## config.mk

```make
export PLATFORM = sky130hd
export DESIGN_NAME = uart_rx
export DESIGN_NICKNAME = d
export VERILOG_FILES = /design/src/rtl/uart_rx_pkg.sv /design/src/rtl/uart_rx_fifo.sv /design/src/rtl/uart_rx.sv
export SDC_FILE = /design/constraint.sdc
export NUM_CORES = 1
export LEC_CHECK = 0
export ABC_AREA = 1
export BUFFER_PORTS_ARGS = -buffer_cell sky130_fd_sc_hd__buf_2
export CAP_MARGIN = 20
export CORE_ASPECT_RATIO = 0.8
export CORE_UTILIZATION = 35
export DETAILED_ROUTE_END_ITERATION = 10
export PLACE_DENSITY = 0.56
export SYNTH_ARGS = -nofsm -noshare
export SYNTH_HDL_FRONTEND = slang
export SYNTH_SLANG_ARGS = --single-unit
export TNS_END_PERCENT = 1
```

## constraint.sdc

```tcl
create_clock -name clk -period 2.8 [get_ports clk]
set_clock_uncertainty 0.2 [all_clocks]
set_input_delay 0.28 -clock clk [delete_from_list [all_inputs] [get_ports clk]]
set_output_delay 0.28 -clock clk [all_outputs]
set_load 0.01 [all_outputs]
```

## src/rtl/uart_rx_pkg.sv

```systemverilog
// rtl/uart_rx_pkg.sv - shared address-decode and status-word definitions for uart_rx
//
// Purpose: one place for the IO / UART decode bit positions and the layout of
//          the status word returned on a CPU read.
// Contents: DEF_IO_MEM_MAP_BIT, DEF_UART_MEM_MAP_BIT  default decode bits
//           STAT_*_BIT                                status word bit positions
//           make_status()                             assembles the read word
package uart_rx_pkg;

  localparam int DEF_IO_MEM_MAP_BIT   = 22;
  localparam int DEF_UART_MEM_MAP_BIT = 1;

  localparam int STAT_OVERRUN_BIT   = 10;
  localparam int STAT_FRAME_ERR_BIT = 9;
  localparam int STAT_VALID_BIT     = 8;

  function automatic logic [31:0] make_status(input logic       overrun,
                                              input logic       frame_err,
                                              input logic       valid,
                                              input logic [7:0] data);
    logic [31:0] s;
    s                     = '0;
    s[STAT_OVERRUN_BIT]   = overrun;
    s[STAT_FRAME_ERR_BIT] = frame_err;
    s[STAT_VALID_BIT]     = valid;
    s[7:0]                = data;
    return s;
  endfunction

endpackage

```

## src/rtl/uart_rx_fifo.sv

```systemverilog
// rtl/uart_rx_fifo.sv - receive byte FIFO for uart_rx
//
// Purpose: small synchronous FIFO with first-word-fall-through head output.
// Ports:   clk, rst (async, active-low)
//          push_i/data_i  write request; dropped when full unless popping too
//          pop_i          read request; ignored when empty
//          head_o         oldest entry (undefined content when empty)
//          full_o/empty_o occupancy status
module uart_rx_fifo #(
  parameter int WIDTH = 8,
  parameter int DEPTH = 4
) (
  input  logic             clk,
  input  logic             rst,
  input  logic             push_i,
  input  logic [WIDTH-1:0] data_i,
  input  logic             pop_i,
  output logic [WIDTH-1:0] head_o,
  output logic             full_o,
  output logic             empty_o
);

  localparam int AW = (DEPTH > 1) ? $clog2(DEPTH) : 1;

  logic [WIDTH-1:0] mem_q [DEPTH];
  // Pointers carry one extra wrap bit so full and empty are distinguishable.
  logic [AW:0]      wr_ptr_q, wr_ptr_d;
  logic [AW:0]      rd_ptr_q, rd_ptr_d;
  logic             do_push;
  logic             do_pop;

  assign empty_o = (wr_ptr_q == rd_ptr_q);
  assign full_o  = (wr_ptr_q[AW] != rd_ptr_q[AW]) &&
                   (wr_ptr_q[AW-1:0] == rd_ptr_q[AW-1:0]);
  assign head_o  = mem_q[rd_ptr_q[AW-1:0]];

  // A pop frees the head slot in the same edge, so a full FIFO can still
  // accept a write when it is being read.
  assign do_pop  = pop_i && !empty_o;
  assign do_push = push_i && (!full_o || do_pop);

  always_comb begin
    wr_ptr_d = wr_ptr_q;
    rd_ptr_d = rd_ptr_q;
    if (do_push) wr_ptr_d = wr_ptr_q + (AW+1)'(1);
    if (do_pop)  rd_ptr_d = rd_ptr_q + (AW+1)'(1);
  end

  always_ff @(posedge clk or negedge rst) begin
    if (!rst) begin
      wr_ptr_q <= '0;
      rd_ptr_q <= '0;
    end else begin
      wr_ptr_q <= wr_ptr_d;
      rd_ptr_q <= rd_ptr_d;
    end
  end

  always_ff @(posedge clk) begin
    if (do_push) mem_q[wr_ptr_q[AW-1:0]] <= data_i;
  end

endmodule

```

## src/rtl/uart_rx.sv

```systemverilog
// rtl/uart_rx.sv - memory-mapped 8N1 UART receiver with receive FIFO
//
// Purpose: samples an asynchronous serial line, assembles 8N1 frames and
//          queues bytes for the CPU, reporting framing and overrun errors.
// Ports:   clk           system clock, rising edge
//          rst           asynchronous active-low reset
//          rx_i          serial input, idle high
//          mem_addr_i    CPU address, decoded on two single bits
//          mem_rstrb_i   CPU read strobe
//          mem_rdata_o   registered read data, zero when not selected
module uart_rx
  import uart_rx_pkg::*;
#(
  parameter int CLK_FREQ_HZ      = 50000000,
  parameter int BAUD_RATE        = 115200,
  parameter int IO_MEM_MAP_BIT   = DEF_IO_MEM_MAP_BIT,
  parameter int UART_MEM_MAP_BIT = DEF_UART_MEM_MAP_BIT,
  parameter int FIFO_DEPTH       = 4
) (
  input  logic        clk,
  input  logic        rst,
  input  logic        rx_i,
  input  logic [31:0] mem_addr_i,
  input  logic        mem_rstrb_i,
  output logic [31:0] mem_rdata_o
);

  localparam int CLKS_PER_BIT = CLK_FREQ_HZ / BAUD_RATE;
  localparam int HALF_BIT     = CLKS_PER_BIT / 2;
  localparam int CNT_W        = (CLKS_PER_BIT > 1) ? $clog2(CLKS_PER_BIT) : 1;

  localparam logic [CNT_W-1:0] BIT_LAST  = CNT_W'(CLKS_PER_BIT - 1);
  localparam logic [CNT_W-1:0] HALF_LAST = CNT_W'(HALF_BIT - 1);

  localparam logic [1:0] ST_IDLE  = 2'd0;
  localparam logic [1:0] ST_START = 2'd1;
  localparam logic [1:0] ST_DATA  = 2'd2;
  localparam logic [1:0] ST_STOP  = 2'd3;

  logic             rx_meta_q, rx_sync_q;
  logic [1:0]       state_q, state_d;
  logic [CNT_W-1:0] cnt_q, cnt_d;
  logic [2:0]       bit_idx_q, bit_idx_d;
  logic [7:0]       shift_q, shift_d;
  logic             overrun_q, overrun_d;
  logic             frame_err_q, frame_err_d;
  logic [31:0]      rdata_q, rdata_d;

  logic             push;
  logic             frame_bad;
  logic             rd_hit;
  logic             pop;
  logic             overrun_set;
  logic [7:0]       fifo_head;
  logic             fifo_full;
  logic             fifo_empty;

  // Only the two decode bits of the address matter.
  logic             unused_addr;
  assign unused_addr = ^mem_addr_i;

  always_comb begin
    state_d   = state_q;
    cnt_d     = cnt_q;
    bit_idx_d = bit_idx_q;
    shift_d   = shift_q;
    push      = 1'b0;
    frame_bad = 1'b0;
    case (state_q)
      ST_IDLE: begin
        if (!rx_sync_q) begin
          state_d = ST_START;
          cnt_d   = '0;
        end
      end
      ST_START: begin
        // Recheck mid start bit; a line back high was only a glitch.
        if (cnt_q == HALF_LAST) begin
          cnt_d     = '0;
          bit_idx_d = '0;
          state_d   = rx_sync_q ? ST_IDLE : ST_DATA;
        end else begin
          cnt_d = cnt_q + CNT_W'(1);
        end
      end
      ST_DATA: begin
        if (cnt_q == BIT_LAST) begin
          cnt_d     = '0;
          shift_d   = {rx_sync_q, shift_q[7:1]};  // LSB arrives first
          bit_idx_d = bit_idx_q + 3'd1;
          if (bit_idx_q == 3'd7) state_d = ST_STOP;
        end else begin
          cnt_d = cnt_q + CNT_W'(1);
        end
      end
      ST_STOP: begin
        if (cnt_q == BIT_LAST) begin
          cnt_d     = '0;
          state_d   = ST_IDLE;
          push      = rx_sync_q;
          frame_bad = !rx_sync_q;
        end else begin
          cnt_d = cnt_q + CNT_W'(1);
        end
      end
      default: state_d = ST_IDLE;
    endcase
  end

  assign rd_hit      = mem_rstrb_i && mem_addr_i[IO_MEM_MAP_BIT] && mem_addr_i[UART_MEM_MAP_BIT];
  assign pop         = rd_hit && !fifo_empty;
  assign overrun_set = push && fifo_full && !pop;

  // A read clears the sticky flags, but an event in the same cycle wins.
  always_comb begin
    overrun_d   = (overrun_q && !rd_hit) || overrun_set;
    frame_err_d = (frame_err_q && !rd_hit) || frame_bad;
    rdata_d     = '0;
    if (rd_hit) begin
      rdata_d = make_status(overrun_q, frame_err_q, !fifo_empty,
                            fifo_empty ? 8'h00 : fifo_head);
    end
  end

  always_ff @(posedge clk or negedge rst) begin
    if (!rst) begin
      rx_meta_q   <= 1'b1;
      rx_sync_q   <= 1'b1;
      state_q     <= ST_IDLE;
      cnt_q       <= '0;
      bit_idx_q   <= '0;
      shift_q     <= '0;
      overrun_q   <= 1'b0;
      frame_err_q <= 1'b0;
      rdata_q     <= '0;
    end else begin
      rx_meta_q   <= rx_i;
      rx_sync_q   <= rx_meta_q;
      state_q     <= state_d;
      cnt_q       <= cnt_d;
      bit_idx_q   <= bit_idx_d;
      shift_q     <= shift_d;
      overrun_q   <= overrun_d;
      frame_err_q <= frame_err_d;
      rdata_q     <= rdata_d;
    end
  end

  assign mem_rdata_o = rdata_q;

  uart_rx_fifo #(
    .WIDTH (8),
    .DEPTH (FIFO_DEPTH)
  ) u_fifo (
    .clk     (clk),
    .rst     (rst),
    .push_i  (push),
    .data_i  (shift_q),
    .pop_i   (pop),
    .head_o  (fifo_head),
    .full_o  (fifo_full),
    .empty_o (fifo_empty)
  );

endmodule

```

Yosys cells after proc, flatten, opt, wreduce, memory -nomap -nowiden --
Memory sizes are Yosys's and may differ from the RTL's. Cells that the tools add are included.
Storage, ports and cells: memories kept 1, output and inout bits 32, bits in registers 64, RAM bits 32
Memory list:
- u_fifo.mem_q | words 4, bits a word 8, read ports 1, clocked after memory_dff 0, write ports 1, RTL line uart_rx_fifo.sv:25 | logic [WIDTH-1:0] mem_q [DEPTH];
Cells by class: eq/ne operators 14, mux-type cells 22, reduce and logical (&&, ||, !) cells 24, $add $sub $neg 4
Operators with widths (count):
- two-way mux 9 bit | 3
- case mux 9 bit (3 select lines) | 1
- two-way mux 2 bit | 6
- two-way mux 11 bit | 1
- logical AND 1 bit | 10
- inequality test 2 bit, second input constant | 5
- adder 3 x 1 -> 3 bit, second input constant | 3
- adder 9 x 1 -> 9 bit, second input constant | 1
- equality test 9 x 8 -> 1 bit, second input constant | 1
- equality test 9 bit, second input constant | 1
- two-way mux 8 bit | 1
- case mux 2 bit (4 select lines) | 1
- two-way mux 1 bit | 6
- two-way mux 3 bit | 2
- case mux 3 bit (2 select lines) | 1
- logical NOT 1 bit | 5
- AND reduction 5 bit | 1
- equality test 2 bit, second input constant | 2
- equality test 3 bit | 1
- equality test 3 bit, second input constant | 1
- logical OR 1 bit | 3
- AND reduction 3 bit | 1
- equality test 2 x 1 -> 1 bit, second input constant | 1
- equality test 2 bit | 1
- 5 further kinds | 5

Longest topological paths before layout --
Gate-level depths: netlist of run 1.
depth in word-level cells 8, depth in mapped cells 11, mapped depth without buffers 11

Hierarchy --
From an unflattened synthesis of run 1, not the netlist that was laid out.
Unflattened totals: cells, all modules 346, area total of the unflattened synthesis 3533.4 µm²
Modules (own cells, without submodules):
- uart_rx | area an instance 1871.8 µm², instances 1, cells each 209
- uart_rx_fifo | area an instance 1661.6 µm², instances 1, cells each 137

Least setup slack after synthesis of run 1 --
No wires, ideal clock.
path type reg-to-reg, start point register cnt_q[1], end point memory u_fifo.mem_q[0][0], enable pin, cell stages (with the launch flop) 9, path slack 0.712 ns, clock period less this slack 2.088 ns, arrival time 1.518 ns, path buffers 0, path through dfrtp_1 inv_1 ha_1 nand2_1 nor2_2 nand2_2 nor3_1 nand2_2 nor2_1
On the way: longest elaborated chain between the ends 6
Ends and longest elaborated chain:
- start, declared | RTL line uart_rx.sv:42 | logic [CNT_W-1:0] cnt_q, cnt_d;
- start signal, assigned | RTL line uart_rx.sv:140 | cnt_q <= cnt_d;
- equality test 9 bit | RTL line uart_rx.sv:97 | if (cnt_q == BIT_LAST) begin
- two-way mux 1 bit | RTL line uart_rx.sv:97
- two-way mux 1 bit | RTL line uart_rx.sv:69 | case (state_q)
- logical AND 1 bit | RTL line uart_rx_fifo.sv:40 | assign do_push = push_i && (!full_o || do_pop);
- two-way mux 1 bit | RTL line uart_rx_fifo.sv:60 | if (do_push) mem_q[wr_ptr_q[AW-1:0]] <= data_i;
- two-way mux 1 bit (not written as such) | RTL line uart_rx_fifo.sv:60
- end, declared | RTL line uart_rx_fifo.sv:25
Every way passes these cells.

Worst setup path in the final report of run 1 --
start point register cnt_q[1], end point memory u_fifo.mem_q[3][3], enable pin
The elaborated chain is that of the path after synthesis.

==> results.yml, run 1 <==
final_layout:
  synthToLayoutAreaGrowth_pct: 13.5
  fillers: 895
  antenna_cells: 0
  layout-drive-gt1-share: 0.151
  fin_nets: 413
die:
  start_util: 0.366
  core_sq_mm: 0.00923
  io-pin-count: 68
  die_h_um: 89.9
  dieArea_sq_mm: 0.0101
  die_w_um: 112
  fp-row-count: 31
detailed_routing:
  first_iter_violations: 173
  finalWirelength_um: 6110
  wl_per_cell_um: 12.6
  routed_via_density: 4.53
  drc: 2
  first_pass_iters: 9
  vias: 2207
  antenna_left: 0
logic_synthesis:
  synth_area_leader_cell: "dfrtp_1"
  syn_area_sq_mm: 0.00338
  ys_warn_count: 0
  seq_area_frac_synth: 0.603
  synth_seq_cells: 75
  synth_top_area_frac: 0.303
  synth.avg_cell_area_sq_um: 10.0
  netlist_top_cells_area: "dfrtp_1 30%, edfxtp_1 28%, nand2_1 6.1%, nor2_1 5.2%, buf_4 5.1%"
  synth.distinct_cells: 31
  syn_inst: 338
sta:
  finalMaxSlewViolations: 0
  worstMarginPinSlew_ns: 0.531
  tns_ns: 0
  setup_viol: 0
  maxSlewHeadroom: 0.646
  rsz0062_at_grt: "no"
  post-route-period-util: 0.800
  fin_crit_ns: 2.24
  hold_violations: 0
  clock.fmax_mhz: 447
clock_tree:
  cts_buffers: 9
  cts_tree: "done"
  clock-sinks: 75
  root_buffer: "clkbuf_16"
  h-tree-depth: 3
  cts_resized: 0
  clkLatencyLatePin_ns: 0.33
  clk_pin_slew_ns: 0.06
  clk_path_buf_depth: 2
placement:
  io_buffers: 16
  hpwl_um: 4000
  gp_congestion: 0.742
critical_path:
  worst-path-buf-inv: 3
  cp.arrival_ns: 2.04
  r2r_slack_ns: 0.56
  critPathTopFamily: "simple AND/OR/NAND/NOR gates"
  r2r-start: "cnt_q[1]"
  worstSetupPathType: "reg -> reg"
  r2r_end: "u_fifo.mem_q[3][3]"
  slowest_stage: "dfrtp_1"
  cp_cell_sequence: "inv_1 -> ha_1 -> nand2_1 -> nor2_2 -> nand2_2 -> clkinv_2 -> nand3_2 -> nor2_2 -> nand2_1 -> inv_1"
  worst_ep_required_time_ns: 2.60
  rr_worst_depth: 10
  end_kind: "flop"
  critPathLaunchType: "flop"
  worstPathMaxFanout: 8
  worst_path_largest_cell_delay_ns: 0.39
outcome:
  violations: "design-rule violations"
  outcome: "finished with violations"
global_route:
  antenna_found_initial: 0
  grt_pass1_vias: 2146
  track_usage: 0.138
  grt_max_degree: 44
  grt-ovfl-total: 0
  grt_pass1_wl_um: 10400
hold_path:
  min_path_cells: 3
  min_to: "mem_rdata_o[10]"
  hold_path_class: "in -> reg"
  min-delay-start: "mem_addr_i[22]"
power:
  vdd_ir_drop_max_mv: 0.316
  powerDensity_mw_per_mm2: 703
  p_leak_nw: 1.81
  power.total_mw: 2.70
flow_run:
  drv_cap: 0
-- synthesized netlist by cell type --
cell and instances:
a21oi_1 9, buf_2 1, buf_4 23, buf_6 1
clkbuf_1 1, clkinv_2 1, conb_1 1, dfrtp_1 41
dfstp_2 2, edfxtp_1 32, ha_1 10, inv_1 31
inv_2 3, inv_4 2, nand2_1 55, nand2_2 4
nand3_1 16, nand3_2 1, nand4_1 5, nor2_1 47
nor2_2 4, nor3_1 2, o21ai_0 31, o21ai_1 6
o21ai_2 1, o21ai_4 1, o22ai_1 1, o31ai_1 1
o32ai_1 1, or2_2 1, xor2_1 3
-- layer usage --
metal	GRT usage	up-vias	part of all wire	wire length, um
li1	-	1122	-	-
met1	0.178	1040	0.49	3000
met2	0.207	41	0.46	2810
met3	0.0546	4	0.039	240
met4	0.0541	0	0.010	61
met5	0	-	0	0
-- cells by family after synthesis --
group	Yosys count	synth area share
AND/OR/NAND/NOR	135	0.169
adder cells (fa/ha/maj)	10	0.0370
XOR/XNOR	3	0.00777
flip-flops	75	0.603
buffers and inverters	63	0.0999
AO/OA/AOI/OAI	51	0.0822
other	1	0.00111
-- sequential cells by signal (all words and copies together), names as in the netlist, 3 cells and up, named ones only --
| register | cells |
|---|---|
| mem_rdata_o | 11 |
| bit_idx_q | 3 |
| cnt_q | 9 |
| u_fifo.rd_ptr_q | 3 |
| u_fifo.wr_ptr_q | 3 |
| u_fifo.mem_q | 32 |
| shift_q | 8 |
-- worst reg2reg max path, delay by kind of cell, from the launching register on --
kind,cells,cell delay [ns]
DFF,1,0.39
and+or+nand+nor,6,0.66
buffers and inverters,3,0.51
adders and majority gates,1,0.16
-- per-stage QoR --
stage / utilization / std cells / hold WS (ns) / setup WS [ns] / cell area, sq um
detailed placement: 0.382 / 468 / 0.152 / 0.508 / 3520
global route: 0.416 / 487 / 0.103 / 0.345 / 3840
floorplan: - / 358 / -0.216 / 0.712 / 3460
finish: 0.416 / 487 / 0.0606 / 0.560 / 3840
global placement: 0.382 / 468 / 0.149 / 0.516 / 3520
CTS: 0.413 / 486 / 0.0583 / 0.504 / 3820
-- worst max path at each step --
| stage | slack, ns | start | endpoint | cells after the start |
|---|---|---|---|---|
| final | 0.56 | cnt_q[1] | u_fifo.mem_q[3][3] | 10 |
| after global routing | 0.34 | cnt_q[1] | u_fifo.mem_q[3][3] | 10 |
| after CTS | 0.50 | cnt_q[1] | u_fifo.mem_q[3][7] | 10 |
| after detailed placement | 0.51 | cnt_q[1] | u_fifo.mem_q[3][6] | 10 |
| after global placement | 0.52 | cnt_q[1] | u_fifo.mem_q[3][6] | 10 |
| after floorplan | 0.71 | cnt_q[1] | u_fifo.mem_q[0][0] | 8 |
-- area by class of cell --
cell class                 count  area (sq um)  share of cell area
sequential                    75          2040               0.532
multi-input combinational    220          1080               0.281
clock buffer                  10           229              0.0597
timing repair buffer          24           158              0.0411
inverter                      37           145              0.0378
tap                          115           144              0.0375
clock inverter                 6          42.5              0.0111
-- what timing repair did --
action | in CTS | in global routing
hold endpoints to repair | 42 | 0
hold buffers | 2 | 0
buffers inserted | 0 | 0
-- cell usage in the layout, fill, tap and decap left out, drive strengths merged, types with 2 or more instances in the layout --
cell,Yosys,routed
dfstp,2,2
nand4,5,5
clkinv,1,5
dfrtp,41,41
nor2,51,51
o21ai,39,39
a21oi,9,9
nand3,17,17
nand2,59,59
clkbuf,1,10
ha,10,10
conb,1,21
edfxtp,32,32
nor3,2,2
dlygate4sd3,0,2
inv,36,37
buf,25,22
xor2,3,3
-- report_power, final --
group | internal [mW] | switching [mW] | leakage (nW)
Clock | 0.601 | 0.450 | 0.130
Combinational | 0.152 | 0.267 | 0.739
Sequential | 1.18 | 0.0499 | 0.939
No activity file was read; power rests on OpenSTA's default activity.
==> run 2: changes to the inputs <==
==> constraint.sdc (replaced) <==
create_clock -name clk -period 2.15 [get_ports clk]
set_clock_uncertainty 0.2 [all_clocks]
set_input_delay 0.215 -clock clk [delete_from_list [all_inputs] [get_ports clk]]
set_output_delay 0.215 -clock clk [all_outputs]
set_load 0.01 [all_outputs]
==> run 2 against run 1 <==
  * The flow still finishes with violations (design-rule violations)
  * Via count up 2.2%
  * Count of clock-buffer cells in the layout unchanged
  * Sequential cell count unchanged
  * Worst hold slack worse by 0.057 ns
  * Die area unchanged
  * Routed wire length up 1.9%
  * Sequential share of layout area down 1.2 points
  * Register-to-register slack worse by 0.39 ns
  * Final cell count up 0.82%
  * Fmax up 13%
  * Clock power up 56%
  * Largest power group is now clock
  * Non-clock buffer count up 4
==> results.yml, run 2 (synthesis gave the netlist of run 1 again) <==
outcome:
  outcome: "finished with violations"
  violations: "design-rule violations"
die:
  core_sq_mm: 0.00923
  fp-row-count: 31
  die_h_um: 89.9
  dieArea_sq_mm: 0.0101
  start_util: 0.366
  die_w_um: 112
  io-pin-count: 68
global_route:
  grt_pass1_wl_um: 10600
  grt-ovfl-total: 0
  grt_pass1_vias: 2127
  antenna_found_initial: 0
  grt_max_degree: 44
  track_usage: 0.139
detailed_routing:
  first_pass_iters: 9
  vias: 2255
  antenna_left: 0
  first_iter_violations: 145
  drc: 3
  wl_per_cell_um: 12.7
  routed_via_density: 4.59
  finalWirelength_um: 6230
sta:
  setup_ws_ns: 0.171
  worstMarginPinSlew_ns: 0.576
  maxSlewHeadroom: 0.616
  hold_violations: 0
  setup_viol: 0
  post-route-period-util: 0.921
  clock.fmax_mhz: 505
  finalMaxSlewViolations: 0
  rsz0062_at_grt: "no"
  fin_crit_ns: 1.98
  tns_ns: 0
final_layout:
  layout_commonest_cell: "nand2_1"
  layout-drive-gt1-share: 0.168
  antenna_cells: 0
  fillers: 878
  synthToLayoutAreaGrowth_pct: 16.1
  largest_reg_flops: 32
  final_cell_mix: "55 x nand2_1, 47 x nor2_1, 41 x dfrtp_1"
  fin_nets: 417
clock_tree:
  cts_setup_buffers: 0
  clk_path_buf_depth: 2
  clkLatencyLatePin_ns: 0.33
  root_buffer: "clkbuf_16"
  clk_pin_slew_ns: 0.06
  h-tree-depth: 3
  cts_buffers: 9
  clock-sinks: 75
  cts_tree: "done"
critical_path:
  worst-path-buf-inv: 4
  worstSetupPathType: "reg -> reg"
  cp_cell_sequence: "inv_2 -> ha_1 -> nand2_1 -> nor2_2 -> nand2_2 -> clkinv_2 -> nand3_2 -> nor2_2 -> nand2_1 -> inv_1 -> buf_12"
  end_kind: "flop"
  cp.arrival_ns: 1.83
  worst_path_largest_cell_delay_ns: 0.40
  worst_ep_required_time_ns: 2.00
  critPathLaunchType: "flop"
  worstPathMaxFanout: 8
  slowest_stage: "dfrtp_1"
  critPathTopFamily: "simple AND/OR/NAND/NOR gates"
power:
  vdd_ir_drop_max_mv: 0.381
  power_switching_mw: 1.03
  switching_share: 0.271
  clkPwrFrac: 0.432
  p_seq_frac: 0.418
  internal_power_mw: 2.77
  comb_power_share: 0.151
  p_leak_nw: 1.86
  powerDensity_mw_per_mm2: 967
hold_path:
  hold_path_class: "in -> reg"
placement:
  gp_congestion: 0.759
  pre_cts_slack_ns: 0.0410
  io_buffers: 16
  hpwl_um: 4110
flow_run:
  drv_cap: 0
==> run 2: changes by cell type in the layout (fill, tap and decap cells not counted), sizes merged <==
cell,delta
clkinv,-2
buf,+4
bufinv,+2
inv,+1
clkinvlp,-1
==> run 2: final timing paths <==
check,endpoint,slack [ns],start,cells past startpoint
worst max-delay path,u_fifo.mem_q[3][2],0.17,cnt_q[1],11
worst min-delay path,mem_rdata_o[10],0.003,mem_addr_i[22],3
worst max register to register,u_fifo.mem_q[3][2],0.17,cnt_q[1],11
worst min register to register,rx_sync_q,0.16,rx_meta_q,0
max in group asynchronous,shift_q[4],1.06,rst,3
min in group asynchronous,u_fifo.rd_ptr_q[2],0.30,rst,3
==> run 2: per-stage QoR <==
step | area, sq um | std cells | utilization | power, mW | hold slack (ns)
6_report | 3930 | 491 | 0.425 | 3.80 | 0.00327
5_1_grt | 3930 | 491 | 0.425 | 3.99 | 0.0407
4_1_cts | 3920 | 491 | 0.425 | 3.85 | 0.00141
3_5_place_dp | 3570 | 473 | 0.387 | 2.20 | 0.129
3_3_place_gp | 3570 | 473 | 0.387 | 2.18 | 0.126
2_1_floorplan | 3460 | 358 | - | 2.06 | -0.281
==> run 2: cell type report <==
class                      instances  area, sq um  area share
clock buffer                      10          229      0.0583
clock inverter                     6         97.6      0.0249
inverter                          37          145      0.0370
multi-input combinational        220         1080       0.276
sequential                        75         2040       0.519
tap                              115          144      0.0366
timing repair buffer              28          188      0.0478
==> run 2: worst reg2reg max path, delay by kind of cell (launching register included) <==
kind	cells	cell delay [ns]
DFF	1	0.40
and+or+nand+nor	6	0.57
buffers and inverters	4	0.38
adders and majority gates	1	0.14
==> run 2: per-layer routing <==
layer / wire (um) / vias to the layer above / global-route usage
li1: - / 1137 / -
met1: 3050 / 1071 / 0.177
met2: 2860 / 38 / 0.214
met3: 224 / 9 / 0.0445
met4: 92 / 0 / 0.0642
met5: 0 / - / 0
==> run 2: repair_timing <==
action / 4_1_cts / 5_1_grt
endpoints found under the hold margin: 42 / 0
gates resized for setup: 0 / 2
hold buffers: 2 / 0
endpoints found under the setup margin: 0 / 34
==> run 2: power by group through the flow <==
stage / combinational, mW / sequential, mW / clock [mW]
after floorplan: 0.475 / 1.59 / 0
after global placement: 0.569 / 1.61 / 0
after detailed placement: 0.579 / 1.62 / 0
after CTS: 0.584 / 1.59 / 1.67
after global routing: 0.668 / 1.59 / 1.73
final: 0.573 / 1.59 / 1.64
==> run 3: changes to the inputs <==
==> constraint.sdc (replaced) <==
create_clock -name clk -period 2.5 [get_ports clk]
set_clock_uncertainty 0.2 [all_clocks]
set_input_delay 0.25 -clock clk [delete_from_list [all_inputs] [get_ports clk]]
set_output_delay 0.25 -clock clk [all_outputs]
set_load 0.01 [all_outputs]
==> run 3 against run 2 <==
  * The flow still finishes with violations (design-rule violations)
  * Final area shrank 2.2%
  * Clock power down 28%
  * Routed wire length is 4.0% lower
  * Sequential cell count did not move
  * Highest routed layer unchanged
==> results.yml, run 3 (synthesis gave the netlist of run 1 again) <==
outcome:
  outcome: "finished with violations"
  violations: "design-rule violations"
die:
  fp-row-count: 31
  die_w_um: 112
  dieArea_sq_mm: 0.0101
  die_h_um: 89.9
  start_util: 0.366
  io-pin-count: 68
  core_sq_mm: 0.00923
critical_path:
  worst-path-buf-inv: 3
  cp_cell_sequence: "inv_1 -> ha_1 -> nand2_1 -> nor2_2 -> nand2_2 -> clkinv_2 -> nand3_2 -> nor2_2 -> nand2_1 -> inv_1"
  worst_ep_required_time_ns: 2.29
  critPathTopFamily: "simple AND/OR/NAND/NOR gates"
  critPathLaunchType: "flop"
  cp-endpoint: "u_fifo.mem_q[3][3]"
  worst_path_largest_cell_delay_ns: 0.39
  startpoint: "cnt_q[1]"
  r2r_slack_ns: 0.27
  rr_worst_depth: 10
  r2r_end: "u_fifo.mem_q[3][3]"
  cp.arrival_ns: 2.01
  worstSetupPathType: "reg -> reg"
  slowest_stage: "dfrtp_1"
  r2r-start: "cnt_q[1]"
  worstPathMaxFanout: 8
  end_kind: "flop"
  cp.depth: 10
power:
  p_leak_nw: 1.81
  vdd_ir_drop_max_mv: 0.281
  power.total_mw: 3.02
  powerDensity_mw_per_mm2: 787
sta:
  tns_ns: 0
  maxSlewHeadroom: 0.577
  clock.fmax_mhz: 449
  worstMarginPinSlew_ns: 0.635
  hold_ws_ns: 0.0271
  finalMaxSlewViolations: 0
  hold_violations: 0
  rsz0062_at_grt: "no"
  post-route-period-util: 0.891
  setup_viol: 0
  setup_ws_ns: 0.272
  fin_crit_ns: 2.23
clock_tree:
  cts_resized: 0
  cts_buffers: 9
  clkLatencyLatePin_ns: 0.33
  root_buffer: "clkbuf_16"
  h-tree-depth: 3
  clk_pin_slew_ns: 0.06
  cts_tree: "done"
  clock-sinks: 75
  clk_path_buf_depth: 2
  cts_setup_buffers: 0
detailed_routing:
  finalWirelength_um: 5980
  drc: 2
  wl_per_cell_um: 12.3
  first_iter_violations: 169
  routed_via_density: 4.59
  antenna_left: 0
  vias: 2239
  first_pass_iters: 9
final_layout:
  final_cell_mix: "55 x nand2_1, 47 x nor2_1, 41 x dfrtp_1"
  synthToLayoutAreaGrowth_pct: 13.5
  layout_commonest_cell: "nand2_1"
  layout-drive-gt1-share: 0.155
  largest_reg_flops: 32
  fin_nets: 414
  antenna_cells: 0
hold_path:
  hold_path_class: "in -> reg"
  min-delay-start: "mem_addr_i[22]"
global_route:
  grt_max_degree: 28
  grt-ovfl-total: 0
  antenna_found_initial: 0
  track_usage: 0.135
  grt_pass1_wl_um: 10300
  grt_pass1_vias: 2108
placement:
  hpwl_um: 3990
  pre_cts_slack_ns: 0.261
  gp_congestion: 0.762
  io_buffers: 16
flow_run:
  drv_cap: 0
[run 3: area by class of cell]
type                            count  area (sq um)
Multi-Input combinational cell    220          1080
Tap cell                          115           144
Inverter                           37           145
Clock buffer                        9           225
Clock inverter                      7          53.8
Sequential cell                    75          2040
Fill cell                         896          5390
Timing Repair Buffer               25           153
[run 3: metal layers]
| metal | GRT usage | vias up | part of all wire |
|---|---|---|---|
| met5 | 0 | - | 0 |
| met4 | 0.0529 | 0 | 0.013 |
| met3 | 0.0445 | 9 | 0.036 |
| met2 | 0.203 | 34 | 0.45 |
| met1 | 0.180 | 1068 | 0.50 |
| li1 | - | 1128 | - |
[run 3: through the flow]
step / utilization / cell area (sq um) / instances
after floorplan: - / 3460 / 358
after global placement: 0.383 / 3540 / 470
after detailed placement: 0.383 / 3540 / 470
after CTS: 0.416 / 3840 / 488
after global routing: 0.416 / 3840 / 488
final: 0.416 / 3840 / 488
[run 3: how the worst min path moves through the flow]
| stage | end | cells after the start | slack, ns |
|---|---|---|---|
| 3_3_place_gp | u_fifo.rd_ptr_q[2] | 1 | 0.11 |
| 2_1_floorplan | async pin | 0 | -0.25 |
| 5_1_grt | mem_rdata_o[10] | 3 | 0.06 |
| 4_1_cts | mem_rdata_o[10] | 3 | 0.03 |
| 3_5_place_dp | u_fifo.rd_ptr_q[2] | 1 | 0.11 |
| 6_report | mem_rdata_o[9] | 3 | 0.03 |
[run 3: tightest hold or removal path, stage by stage]
cell and delay [ns]:
buf_2 0.09, nand3_1 0.12, nor2_1 0.05
[run 3: where the power goes]
part / switching, mW / internal, mW
registers: 0.0574 / 1.32
clock network: 0.506 / 0.677
logic: 0.304 / 0.159
[run 3: what timing repair did]
action / CTS / global route
setup endpoints to repair: 0 / 0
hold endpoints to repair: 24 / 0
hold buffers: 2 / 0
